**src/rtl/pulse_period_meter_if.sv**
```systemverilog
// rtl/pulse_period_meter_if.sv - tick input, enable and period result bundle for pulse_period_meter
//
// Signals:
//   en           measurement enable; low forces the meter idle
//   pulse_in     tick to be measured; only rising edges count
//   period       last captured period in clk cycles (CW bits)
//   period_valid period holds an unacknowledged result
//   period_ack   consumer acknowledge; clears period_valid
//   overrun      sticky; a result was dropped while period_valid was high
//   timeout      one-cycle pulse; no edge within MAX_PERIOD cycles
//   busy         meter is armed or measuring
// Modports: master drives en/pulse_in/period_ack, slave is the meter.
interface pulse_period_meter_if #(
    parameter int MAX_PERIOD = 20000000
);
    localparam int CW = $clog2(MAX_PERIOD + 1);

    logic          en;
    logic          pulse_in;
    logic [CW-1:0] period;
    logic          period_valid;
    logic          period_ack;
    logic          overrun;
    logic          timeout;
    logic          busy;

    modport master (
        output en, pulse_in, period_ack,
        input  period, period_valid, overrun, timeout, busy
    );

    modport slave (
        input  en, pulse_in, period_ack,
        output period, period_valid, overrun, timeout, busy
    );
endinterface

```
**src/rtl/pulse_period_meter.sv**
```systemverilog
// rtl/pulse_period_meter.sv - measures clk cycles between successive rising edges of a tick
//
// Ports:
//   clk  system clock, rising edge
//   rst  asynchronous, active-high reset
//   bus  pulse_period_meter_if.slave: en, pulse_in, period_ack in;
//        period, period_valid, overrun, timeout, busy out
// Build option: define PERIOD_METER_SYNC_EN to pass pulse_in through a
// two-flop synchronizer before edge detection (adds 2 cycles of latency).
module pulse_period_meter #(
    parameter int MAX_PERIOD = 20000000
) (
    input  logic                clk,
    input  logic                rst,
    pulse_period_meter_if.slave bus
);
    localparam int CW = $clog2(MAX_PERIOD + 1);
    localparam logic [CW-1:0] MAX_CNT = CW'(MAX_PERIOD);

    typedef enum logic [1:0] {
        IDLE    = 2'd0,
        ARMED   = 2'd1,
        MEASURE = 2'd2
    } state_t;

    state_t        state_q;
    logic [CW-1:0] cnt_q;
    logic [CW-1:0] period_q;
    logic          prev_q;
    logic          valid_q;
    logic          overrun_q;
    logic          timeout_q;
    logic          busy_q;

    logic pulse_s;
    logic pulse_edge;
    logic capture;

`ifdef PERIOD_METER_SYNC_EN
    logic [1:0] sync_q;

    always_ff @(posedge clk or posedge rst) begin
        if (rst) begin
            sync_q <= 2'b00;
        end else begin
            sync_q <= {sync_q[0], bus.pulse_in};
        end
    end

    assign pulse_s = sync_q[1];
`else
    assign pulse_s = bus.pulse_in;
`endif

    // prev tracks the tick even while disabled, so a tick already high
    // when en rises is not mistaken for an edge.
    always_ff @(posedge clk or posedge rst) begin
        if (rst) begin
            prev_q <= 1'b0;
        end else begin
            prev_q <= pulse_s;
        end
    end

    assign pulse_edge = pulse_s & ~prev_q;
    assign capture    = bus.en && (state_q == MEASURE) && pulse_edge;

    always_ff @(posedge clk or posedge rst) begin
        if (rst) begin
            state_q   <= IDLE;
            cnt_q     <= '0;
            timeout_q <= 1'b0;
            busy_q    <= 1'b0;
        end else if (!bus.en) begin
            state_q   <= IDLE;
            cnt_q     <= '0;
            timeout_q <= 1'b0;
            busy_q    <= 1'b0;
        end else begin
            timeout_q <= 1'b0;
            // Every enabled state leads to ARMED or MEASURE next.
            busy_q    <= 1'b1;
            case (state_q)
                IDLE: begin
                    cnt_q   <= '0;
                    state_q <= ARMED;
                end
                ARMED: begin
                    if (pulse_edge) begin
                        cnt_q   <= CW'(1);
                        state_q <= MEASURE;
                    end
                end
                MEASURE: begin
                    // An edge landing on cnt==MAX_PERIOD is a capture, so
                    // the edge test takes priority over the timeout.
                    if (pulse_edge) begin
                        cnt_q <= CW'(1);
                    end else if (cnt_q == MAX_CNT) begin
                        timeout_q <= 1'b1;
                        cnt_q     <= '0;
                        state_q   <= ARMED;
                    end else begin
                        cnt_q <= cnt_q + CW'(1);
                    end
                end
                default: begin
                    cnt_q   <= '0;
                    state_q <= IDLE;
                end
            endcase
        end
    end

    // Result register and valid/ack handshake; retained across en=0.
    always_ff @(posedge clk or posedge rst) begin
        if (rst) begin
            period_q  <= '0;
            valid_q   <= 1'b0;
            overrun_q <= 1'b0;
        end else if (capture) begin
            if (!valid_q || bus.period_ack) begin
                period_q <= cnt_q;
                valid_q  <= 1'b1;
                if (valid_q) begin
                    overrun_q <= 1'b0;
                end
            end else begin
                overrun_q <= 1'b1;
            end
        end else if (bus.period_ack && valid_q) begin
            valid_q   <= 1'b0;
            overrun_q <= 1'b0;
        end
    end

    assign bus.period       = period_q;
    assign bus.period_valid = valid_q;
    assign bus.overrun      = overrun_q;
    assign bus.timeout      = timeout_q;
    assign bus.busy         = busy_q;
endmodule

```
**src/flat_wrapper.sv**
```systemverilog
// flat-port wrapper written by rule: the top's interface ports become plain ports
module pulse_period_meter_flat 
#(
    parameter int MAX_PERIOD = 20000000
)
  (clk, rst, bus_en, bus_pulse_in, bus_period_ack, bus_period, bus_period_valid, bus_overrun, bus_timeout, bus_busy);
  pulse_period_meter_if #(.MAX_PERIOD(MAX_PERIOD)) bus_i ();
  input  logic clk;
  input  logic rst;
  input wire logic [$bits(bus_i.en)-1:0] bus_en;
  input wire logic [$bits(bus_i.pulse_in)-1:0] bus_pulse_in;
  input wire logic [$bits(bus_i.period_ack)-1:0] bus_period_ack;
  output wire logic [$bits(bus_i.period)-1:0] bus_period;
  output wire logic [$bits(bus_i.period_valid)-1:0] bus_period_valid;
  output wire logic [$bits(bus_i.overrun)-1:0] bus_overrun;
  output wire logic [$bits(bus_i.timeout)-1:0] bus_timeout;
  output wire logic [$bits(bus_i.busy)-1:0] bus_busy;
  assign bus_i.en = bus_en;
  assign bus_i.pulse_in = bus_pulse_in;
  assign bus_i.period_ack = bus_period_ack;
  assign bus_period = bus_i.period;
  assign bus_period_valid = bus_i.period_valid;
  assign bus_overrun = bus_i.overrun;
  assign bus_timeout = bus_i.timeout;
  assign bus_busy = bus_i.busy;
  pulse_period_meter #(.MAX_PERIOD(MAX_PERIOD)) u_core (.clk(clk), .rst(rst), .bus(bus_i));
endmodule
```
**config.mk**
```make
export PLATFORM = sky130hd
export DESIGN_NAME = pulse_period_meter_flat
export DESIGN_NICKNAME = d
export VERILOG_FILES = /design/src/rtl/pulse_period_meter_if.sv /design/src/rtl/pulse_period_meter.sv /design/src/flat_wrapper.sv
export SDC_FILE = /design/constraint.sdc
export NUM_CORES = 1
export LEC_CHECK = 0
export BUFFER_PORTS_ARGS = -buffer_cell sky130_fd_sc_hd__buf_2
export CAP_MARGIN = 30
export CORE_ASPECT_RATIO = 2
export CORE_MARGIN = 5
export CORE_UTILIZATION = 40
export DETAILED_ROUTE_END_ITERATION = 7
export GPL_TIMING_DRIVEN = 0
export PLACE_DENSITY_LB_ADDON = 0.08
export SKIP_CTS_REPAIR_TIMING = 1
export SLEW_MARGIN = 25
export SYNTH_ARGS = -nofsm -noshare
export SYNTH_HDL_FRONTEND = slang
export SYNTH_SLANG_ARGS = --single-unit
```
**constraint.sdc**
```tcl
create_clock -name clk -period 3.6 [get_ports clk]
set_input_delay 0.54 -clock clk [delete_from_list [all_inputs] [get_ports clk]]
set_output_delay 0.54 -clock clk [all_outputs]
set_load 0.02 [all_outputs]
```
== Word-level counts from Yosys, hierarchy flattened ==
Index checks and enable logic that the tools add are counted.
Storage, ports and cells
  flip-flop bits (word level): 57
  bits of input ports: 5
  output and inout bits: 29
Cells by class
  add/sub/neg operators: 1
  eq/ne operators: 8
  mux-type cells: 21
  bitwise gates (word level): 2
  reduce and logical (&&, ||, !) cells: 11
Operators by type and width (count)
  $mux 25: 4
  $pmux 25 s2: 1
  $add 25x1->25 const B: 1
  $eq 25x25->1 const B: 1
  $mux 1: 11
  $mux 2: 4
  $ne 3x2->1 const B: 2
  $ne 3x3->1 const B: 2
  $pmux 2 s3: 1
  $reduce_and 2->1: 3
  $logic_and 1x1->1: 3
  $reduce_and 3->1: 1
  $eq 2x1->1 const B: 1
  $eq 2x2->1 const B: 1
  $logic_not 2->1: 1
  $ne 2x2->1 const B: 1
  $reduce_bool 2->1: 1
  $and 1x1->1: 1
  $logic_not 1->1: 1
  $logic_or 1x1->1: 1
  $not 1->1: 1

== Depth between registers and ports, before layout ==
Gate-level depths: netlist of the first run.
  word-level depth: 5
  depth in mapped cells: 9
  depth with buffers taken out: 7

== Least setup slack after synthesis of the first run ==
OpenSTA, ideal clock, no wires.
  path type: reg2reg
  start: reg u_core.cnt_q[0]
  end: reg u_core.cnt_q[3]
  arrival: 1.781 ns
  path slack: 1.701 ns
  cell stages (with the launch flop): 10
  clock period less this slack: 1.899 ns
  path through: dfrtp_1 -> inv_1 -> ha_1 -> nor4bb_1 -> nand4_1 -> o211ai_4 -> and2_1 -> buf_6 -> buf_8 -> nor2_1
Between the ends
  cells in the longest elaborated chain, start to end: 5
RTL lines
  start, declared: RTL line pulse_period_meter.sv:27  | logic [CW-1:0] cnt_q;
  start signal, assigned: RTL line pulse_period_meter.sv:104  | cnt_q <= cnt_q + CW'(1);
  $add 25x1->25 or $eq 25x25->1 (tied branches): RTL line pulse_period_meter.sv:104, pulse_period_meter.sv:99
  $mux 25 (*): RTL line pulse_period_meter.sv:99  | end else if (cnt_q == MAX_CNT) begin
  $mux 25 (*): RTL line pulse_period_meter.sv:97  | if (pulse_edge) begin
  $pmux 25 s2 (*): RTL line pulse_period_meter.sv:83  | case (state_q)
  $mux 25 (*): RTL line pulse_period_meter.sv:74  | end else if (!bus.en) begin
Every way passes the cells marked *; elsewhere a longest branch is shown, timed or not.
A chain may end at the register's enable or synchronous reset.

== Worst setup path in the final report of the first run ==
  start: reg u_core.cnt_q[0]
  end: reg u_core.cnt_q[5]
The elaborated chain is that of the path after synthesis.

==> results of run 1 <==
power by group through the flow:
stage                     clock [mW]  sequential, mW  combinational (mW)
after CTS                      0.832           0.664               0.161
final                          0.815           0.665               0.159
after global routing           0.861           0.665               0.178
after floorplan                    0           0.672               0.117
after global placement             0           0.673               0.153
after detailed placement           0           0.675               0.160
per-stage QoR:
stage	cells	cell area [sq um]	hold WS, ns	power (mW)
floorplan	239	2770	0.505	0.790
global placement	362	3040	0.464	0.827
detailed placement	363	3070	0.480	0.835
CTS	379	3360	0.209	1.66
global route	379	3360	0.226	1.70
finish	379	3360	0.191	1.64
registers in the layout, summed over array words and instances (netlist names):
register                 flops
u_core.bus.overrun           1
u_core.bus.period_valid      1
u_core.bus.timeout           1
u_core.cnt_q                25
u_core.bus.period           25
u_core.bus.busy              1
u_core.prev_q                1
u_core.state_q               2
synthesized netlist by cell type (2+ instances only):
| library cell | count | area (sq um) |
|---|---|---|
| dfrtp_1 | 57 | 1430 |
| mux2_2 | 25 | 282 |
| nor2_1 | 24 | 90.1 |
| nand2_1 | 13 | 48.8 |
| xor2_1 | 12 | 105 |
| nand3_1 | 11 | 55.1 |
| nand4_1 | 7 | 43.8 |
| a21oi_1 | 6 | 30.0 |
| ha_1 | 6 | 75.1 |
| inv_1 | 6 | 22.5 |
| and4_1 | 5 | 43.8 |
| xnor2_1 | 5 | 43.8 |
| a22o_1 | 4 | 35.0 |
| and3_1 | 4 | 25.0 |
| buf_2 | 4 | 20.0 |
| nor4b_1 | 4 | 35.0 |
| and2_1 | 3 | 18.8 |
| clkbuf_1 | 3 | 11.3 |
| nor2b_1 | 3 | 18.8 |
| o31ai_1 | 3 | 22.5 |
| a21o_1 | 2 | 15.0 |
| a31oi_1 | 2 | 12.5 |
| nand4b_1 | 2 | 17.5 |
| nor4bb_1 | 2 | 20.0 |
| o21ai_0 | 2 | 10.0 |
| o21bai_1 | 2 | 15.0 |
final cells by class:
| cell class | count | area (sq um) |
|---|---|---|
| fill | 674 | 3470 |
| sequential | 57 | 1430 |
| multi-input combinational | 166 | 1250 |
| clock buffer | 14 | 284 |
| timing repair buffer | 34 | 185 |
| tap | 90 | 113 |
| buffer | 10 | 65.1 |
| inverter | 6 | 25.0 |
| clock inverter | 2 | 10.0 |
logic make-up (layout without fill, tap and decap cells):
group / after synthesis / in the layout / share of synthesized area (%)
buf+inv: 16 / 66 / 3.17
compound gates: 29 / 29 / 8.01
xor+xnor: 17 / 17 / 5.38
mux: 25 / 25 / 10.2
fa+ha+maj: 6 / 6 / 2.71
flops: 57 / 57 / 51.6
simple gates: 89 / 89 / 19.0
layer usage:
layer | wire [um] | up-vias | share of wire [%] | global-route usage (%)
met2 | 3020 | 42 | 51 | 24.3
met1 | 2450 | 999 | 41 | 18.8
li1 | - | 952 | - | -
met4 | 225 | 0 | 3.8 | 11.6
met3 | 215 | 15 | 3.6 | 2.73
met5 | 0 | - | 0 | 0
cells in the final DEF (no fill, tap or decap), types with 2 or more instances in the layout:
cell type  instances
xor2_1            12
and3_1             4
a21o_1             2
nor2_1            24
xnor2_1            5
o31ai_1            3
o21ai_0            2
and4_1             5
mux2_2            25
inv_1              5
a31oi_1            2
dfrtp_1           57
a22o_1             4
nand3_1           11
nand2_1           13
buf_2             37
nor4bb_1           2
clkinv_2           2
and2_1             3
ha_1               6
clkbuf_16          9
clkbuf_1           4
o21bai_1           2
nor4b_1            4
a21oi_1            6
clkbuf_8           4
nand4_1            7
nor2b_1            3
nand4b_1           2
path summary, 6_finish.rpt:
check | start | to | slack (ns) | depth (start not counted)
worst max register to register | u_core.cnt_q[0] | u_core.cnt_q[5] | 1.34 | 9
worst max-delay path | u_core.cnt_q[0] | u_core.cnt_q[5] | 1.34 | 9
worst min-delay path | rst | u_core.bus.period[7] | 0.19 | 2
worst min register to register | u_core.bus.period_valid | u_core.bus.overrun | 0.48 | 1
max in group asynchronous | rst | u_core.bus.period[22] | 2.92 | 3
min in group clk | bus_pulse_in | u_core.prev_q | 0.34 | 1
worst max-delay path: cells and delay by family (launching register included):
| kind | cells | cell delay (ns) |
|---|---|---|
| and+or+nand+nor | 4 | 0.81 |
| DFF | 1 | 0.46 |
| AOI/OAI and AO/OA | 1 | 0.40 |
| buffers and inverters | 3 | 0.34 |
| adders and majority gates | 1 | 0.15 |
==> impl_metrics.csv, run 1 <==
group,metric,value,unit
cts,clock_latency,0.34,ns
global_route,grt_max_degree,30,
floorplanning,rows,43,
worst_setup_path,critical_path_peak_fanout,10,
worst_setup_path,crit_path_max_incr_delay,0.46,ns
sta,final_max_slew_viol_count,0,
worst_setup_path,slowest_stage,"dfrtp_1",
place,place_hpwl,4240,um
place,place_congestion,0.778,
pwr,power.leakage,1.64,nW
worst_setup_path,critPathKind,"flip-flop to flip-flop",
drt,ant_nets,0,
yosys,synth_nets,250,
hold_path,hold_path_class,"primary input to async pin",
yosys,syn_inst,239,
floorplanning,die_w,68.8,um
drt,routed_wl,5910,um
pwr,ir_drop,0.270,mV
sta,rsz0062_at_grt,"false",
drt,drt_iter0_drc,131,
yosys,syn_avg_cell_area,11.6,sq um
floorplanning,start_util,40.5,%
sta,setup_ws,1.34,ns
floorplanning,core_area,6830,sq um
cts,path_clk_slew,0.05,ns
floorplanning,die_y,128,um
cells_and_area,diodes,0,
global_route,grt_pass1_wl,9920,um
worst_setup_path,cp_data_arrival_time,2.48,ns
run_status,status,"completed",
worst_setup_path,end_kind,"flip-flop",
cts,htree_levels,3,
worst_setup_path,crit_chain,"inv_1 > ha_1 > nor4bb_1 > nand4_1 > o211ai_4 > and2_1 > buf_6 > buf_8 > nor2_1",
sta,setup_viol,0,
worst_setup_path,crit_required,3.82,ns
yosys,ys_seq_elements,57,
pwr,swShare,24.2,%
cts,cts_tree,"done",
sta,relSlewSlack,60.6,%
worst_setup_path,start_kind,"flip-flop",
sta,tns,0,ns
cells_and_area,fin_nets,295,
sta,final_hold_viol_count,0,
cells_and_area,drive_above_1_share,30.8,%
drt,vias_per_cell,5.30,
run,cap_viol_max_count,0,
drt,drc_errors,0,
pwr,power_frac_comb,9.7,%
cells_and_area,final_util,49.2,%
sta,fin_worst_skew,0.00835,ns
global_route,grt_pass1_vias,2005,
place,pre_cts_slack,1.34,ns
yosys,synth_warnings,0,
cts,numCtsBuffers,9,
floorplanning,design.die.area,8780,sq um
yosys,synthFlopType,"dfrtp_1",
yosys,async_reset_ff_share,100,%
drt,vias,2008,
drt,wire_per_inst,15.6,um
drt,firstDrtPassIters,4,
pwr,clkPwrFrac,49.7,%
global_route,grt_overflow_total,0,
yosys,syn_area,2770,sq um
cts,cts_buffer_depth,2,
global_route,grtUsageTotal,15.7,%
yosys,synth_edf_count,0,
cells_and_area,syn_to_final_growth,21.5,%
sta,period_needed,2.26,ns
pwr,powerDensity,488,nW/um^2
yosys,ys_types,48,
pwr,power.switching,396,uW
sta,tightest_slew,0.590,ns
yosys,yosysSeqAreaShare,51.6,%
floorplanning,io_pins,34,
pwr,internal-power,1.24,mW
sta,period_share,62.9,%
global_route,antenna_found_initial,0,
cts,root_buffer,"clkbuf_16",
pwr,pwr-share-seq,40.6,%
sta,fmax,442,MHz
cts,cts_sinks,57,
place,portBuffers,33,
Note: power is estimated with default switching activity, not from simulation.
==> inputs of run 2 (changes only) <==
clock period = 2.3 ns   (was 3.6 ns; I/O delays follow)
==> impl_metrics.csv, run 2 (same netlist as run 1, synthesis figures left out) <==
group,metric,value,unit
floorplanning,die_w,68.8,um
sta,fin_worst_skew,0.00701,ns
floorplanning,start_util,40.5,%
drt,drt_iter0_drc,139,
global_route,antenna_found_initial,0,
pwr,pwr-share-seq,40.5,%
cts,clock_latency,0.34,ns
worst_setup_path,critical_path_peak_fanout,7,
global_route,grt_pass1_vias,2005,
worst_setup_path,crit_path_max_incr_delay,0.50,ns
sta,tns,0,ns
cells_and_area,final_common_cell,"dfrtp_1",
run_status,status,"finished with violations",
cells_and_area,layout_common_cells,"dfrtp_1 (57), buf_2 (37), mux2_2 (25)",
cts,cts_sinks,57,
worst_setup_path,crit_required,2.52,ns
worst_setup_path,start_kind,"flip-flop",
drt,ant_nets,0,
floorplanning,rows,43,
global_route,grt_pass1_wl,9920,um
floorplanning,design.die.area,8780,sq um
pwr,power.switching,623,uW
run_status,violations,"hold timing",
worst_setup_path,end_kind,"flip-flop",
worst_setup_path,critPathKind,"flip-flop to flip-flop",
cts,htree_levels,3,
cells_and_area,fin_nets,298,
global_route,grtUsageTotal,15.7,%
worst_setup_path,crit_chain,"inv_1 > ha_1 > and2_1 > clkbuf_1 > a21oi_1 > and3_1 > xnor2_1 > nor2_1",
global_route,grt_max_degree,30,
pwr,powerDensity,756,nW/um^2
cells_and_area,post-route-cell-area,3400,sq um
drt,wire_per_inst,15.5,um
sta,timing.hold.ws,-0.00137,ns
cells_and_area,fill_cells,676,
pwr,power_frac_comb,9.8,%
sta,rsz0062_at_grt,"false",
cts,cts_tree,"done",
cells_and_area,syn_to_final_growth,22.9,%
pwr,power.leakage,1.66,nW
drt,routed_wl,5930,um
pwr,swShare,24.3,%
sta,period_share,90.8,%
run,cap_viol_max_count,0,
sta,fmax,479,MHz
cts,path_clk_slew,0.05,ns
pwr,internal-power,1.95,mW
drt,vias,2017,
global_route,grt_overflow_total,0,
cells_and_area,final_cells,382,
pwr,finalPower,2.57,mW
sta,period_needed,2.09,ns
floorplanning,io_pins,34,
place,pre_cts_slack,0.0380,ns
place,place_area,3070,sq um
place,place_hpwl,4240,um
sta,setup_ws,0.211,ns
cts,root_buffer,"clkbuf_16",
cells_and_area,diodes,0,
drt,drc_errors,0,
floorplanning,core_area,6830,sq um
sta,tightest_slew,0.526,ns
drt,firstDrtPassIters,4,
cts,numCtsBuffers,9,
sta,final_max_slew_viol_count,0,
floorplanning,die_y,128,um
sta,relSlewSlack,64.9,%
sta,setup_viol,0,
place,dp.cells,363,
worst_setup_path,cp_data_arrival_time,2.31,ns
worst_setup_path,slowest_stage,"a21oi_1",
sta,final_hold_viol_count,2,
cts,cts_buffer_depth,2,
pwr,clkPwrFrac,49.7,%
cells_and_area,drive_above_1_share,32.2,%
place,place_congestion,0.778,
place,portBuffers,33,
pwr,ir_drop,0.422,mV
drt,vias_per_cell,5.28,
hold_path,hold_path_class,"primary input to async pin",
==> run 2: metal layers <==
| layer | track usage, % | share of wire [%] |
|---|---|---|
| met1 | 18.8 | 42 |
| met2 | 24.3 | 51 |
| met3 | 2.73 | 3.6 |
| met4 | 11.6 | 3.6 |
| met5 | 0 | 0 |
==> run 2: power groups by stage <==
stage | combinational [mW] | clock [mW] | sequential, mW
after global placement | 0.240 | 0 | 1.05
final | 0.251 | 1.28 | 1.04
after CTS | 0.253 | 1.30 | 1.04
after floorplan | 0.184 | 0 | 1.05
after global routing | 0.282 | 1.35 | 1.04
after detailed placement | 0.251 | 0 | 1.06
==> run 2: worst paths after layout <==
| path | from | endpoint | slack [ns] | cells after the start |
|---|---|---|---|---|
| setup / recovery | u_core.state_q[1] | u_core.cnt_q[5] | 0.21 | 8 |
| hold / removal | rst | u_core.bus.period[7] | -0.001 | 2 |
| setup reg to reg | u_core.state_q[1] | u_core.cnt_q[5] | 0.21 | 8 |
| hold reg to reg | u_core.bus.period_valid | u_core.bus.overrun | 0.48 | 1 |
| max in group asynchronous | rst | u_core.bus.period[22] | 1.82 | 3 |
| min in group clk | bus_pulse_in | u_core.prev_q | 0.15 | 1 |
==> run 2: stage by stage <==
step | util (%) | hold slack [ns]
after floorplan | - | 0.376
after global placement | 44.5 | 0.464
after detailed placement | 44.9 | 0.366
after CTS | 49.2 | 0.0143
after global routing | 49.7 | 0.0308
final | 49.7 | -0.00137
==> run 2: area by class of cell <==
type | count | area, sq um | share of cell area, %
plain buffers | 10 | 65.1 | 1.92
flip-flops and latches | 57 | 1430 | 42.0
clock inverters | 2 | 10.0 | 0.295
inverters | 6 | 25.0 | 0.737
repair buffers | 37 | 208 | 6.11
clock buffers | 14 | 284 | 8.36
multi-input cells | 166 | 1270 | 37.3
well taps | 90 | 113 | 3.31
==> run 2: worst max-delay path: cells and delay by family, from the launching register on <==
| family | cells | cell delay, ns |
|---|---|---|
| flip-flops | 1 | 0.40 |
| XOR/XNOR | 1 | 0.11 |
| buffers and inverters | 2 | 0.27 |
| adder cells (fa/ha/maj) | 1 | 0.22 |
| AO/OA/AOI/OAI | 1 | 0.50 |
| AND/OR/NAND/NOR | 3 | 0.45 |
==> inputs of run 3 (changes only) <==
CORE_MARGIN = 2   (was 5)
PLACE_DENSITY_LB_ADDON = unset   (was 0.08)
clock period = 2.5 ns   (was 2.3 ns; I/O delays follow)
==> impl_metrics.csv, run 3 (same netlist as run 1, synthesis figures left out) <==
group,metric,value,unit
run_status,status,"completed",
worst_setup_path,cp_data_arrival_time,2.53,ns
cells_and_area,final_common_cell,"dfrtp_1",
pwr,power.switching,588,uW
hold_path,min_to,"u_core.prev_q",
global_route,grt_pass1_wl,9890,um
drt,routed_wl,5900,um
run,cap_viol_max_count,0,
global_route,antenna_found_initial,0,
worst_setup_path,crit_required,2.72,ns
sta,fin_worst_skew,0.00828,ns
cts,cts_sinks,57,
sta,final_hold_viol_count,0,
cts,htree_levels,3,
cells_and_area,drive_above_1_share,31.0,%
pwr,pwr-share-seq,39.4,%
place,place_congestion,0.831,
drt,vias_per_cell,5.31,
sta,relSlewSlack,57.5,%
worst_setup_path,critPathKind,"flip-flop to flip-flop",
pwr,power.leakage,1.65,nW
cells_and_area,final_util,50.8,%
sta,tightest_slew,0.638,ns
sta,fmax,433,MHz
floorplanning,rows,42,
sta,period_share,92.4,%
cells_and_area,syn_to_final_growth,22.7,%
pwr,powerDensity,715,nW/um^2
global_route,grt_max_degree,50,
global_route,grt_overflow_total,0,
cts,cts_buffer_depth,2,
worst_setup_path,r2r_start,"u_core.cnt_q[12]",
hold_path,hold_path_class,"primary input to flip-flop",
floorplanning,start_util,41.4,%
drt,firstDrtPassIters,4,
global_route,grt_util_met1,17.9,%
worst_setup_path,start_kind,"flip-flop",
pwr,internal-power,1.84,mW
cts,path_clk_slew,0.05,ns
drt,drt_iter0_drc,82,
global_route,met3_usage,5.08,%
sta,rsz0062_at_grt,"false",
worst_setup_path,critPathBufInv,2,
drt,ant_nets,0,
pwr,clkPwrFrac,50.8,%
global_route,grt_util_met2,31.0,%
drt,vias,2007,
place,place_area,3070,sq um
floorplanning,io_pins,34,
sta,setup_viol,0,
worst_setup_path,critical-path-top-delay-family,"simple AND/OR/NAND/NOR gates",
place,portBuffers,33,
cts,cts_tree,"done",
global_route,grt-busiest-layer,"met2",
hold_path,hold_depth,1,
cts,numCtsBuffers,9,
sta,final_max_slew_viol_count,0,
global_route,grt_pass1_vias,1975,
floorplanning,die_y,122,um
worst_setup_path,crit_chain,"nor4b_1 > nand4_1 > o211ai_4 > and2_1 > buf_6 > buf_8 > nor2_1",
floorplanning,core_area,6670,sq um
worst_setup_path,critical_path_peak_fanout,10,
worst_setup_path,end_kind,"flip-flop",
worst_setup_path,r2r-end,"u_core.cnt_q[4]",
cts,root_buffer,"clkbuf_16",
drt,wire_per_inst,15.6,um
cells_and_area,diodes,0,
cells_and_area,fin_nets,296,
hold_path,min-delay-start,"bus_pulse_in",
sta,period_needed,2.31,ns
sta,tns,0,ns
floorplanning,design.die.area,7630,sq um
drt,drc_errors,0,
pwr,ir_drop,0.415,mV
worst_setup_path,ff2ff_path_depth,7,
cells_and_area,post-route-cell-area,3390,sq um
worst_setup_path,r2r_slack,0.19,ns
cts,clock_latency,0.33,ns
global_route,grtUsageTotal,17.5,%
worst_setup_path,crit_path_max_incr_delay,0.53,ns
cells_and_area,layout_common_cells,"dfrtp_1 (57), buf_2 (37), mux2_2 (25)",
place,place_hpwl,4400,um
worst_setup_path,slowest_stage,"nor4b_1",
floorplanning,die_w,62.8,um
pwr,power_frac_comb,9.8,%
pwr,swShare,24.2,%
[run 3: metrics by stage]
stage	hold WS [ns]	total power [mW]	setup slack [ns]	cells
final	0.174	2.43	0.191	378
after detailed placement	0.287	1.21	0.0485	361
after floorplan	0.406	1.14	0.601	239
after global routing	0.172	2.53	0.0239	378
after CTS	-0.0693	2.46	0.0345	377
after global placement	0.468	1.20	-0.00511	360
[run 3: layer usage]
metal	wire length (um)	up-vias	share of wire, %
met5	0	-	0
met4	216	0	3.7
met3	170	14	2.9
met2	3230	36	55
met1	2280	999	39
li1	-	958	-
[run 3: area by class of cell]
cell class	count	area [sq um]
fillers	642	3280
flip-flops and latches	57	1430
multi-input cells	166	1260
clock buffers	11	253
repair buffers	35	203
well taps	88	110
plain buffers	10	65.1
clock inverters	5	53.8
inverters	6	25.0
[run 3: power groups by stage]
| stage | Sequential [mW] | Combinational, mW | Clock [mW] |
|---|---|---|---|
| detailed placement | 0.970 | 0.240 | 0 |
| finish | 0.956 | 0.238 | 1.23 |
| global placement | 0.970 | 0.228 | 0 |
| global route | 0.957 | 0.270 | 1.31 |
| CTS | 0.955 | 0.242 | 1.27 |
| floorplan | 0.968 | 0.169 | 0 |
[run 3: how the worst max path moves through the flow]
| stage | cells past startpoint | startpoint | to |
|---|---|---|---|
| floorplan | 9 | u_core.cnt_q[0] | u_core.cnt_q[3] |
| global placement | 2 | rst | u_core.bus.period[22] |
| detailed placement | 6 | u_core.state_q[0] | u_core.bus.period[12] |
| CTS | 6 | u_core.state_q[0] | u_core.bus.period[15] |
| global route | 9 | u_core.cnt_q[0] | u_core.cnt_q[4] |
| finish | 7 | u_core.cnt_q[12] | u_core.cnt_q[4] |
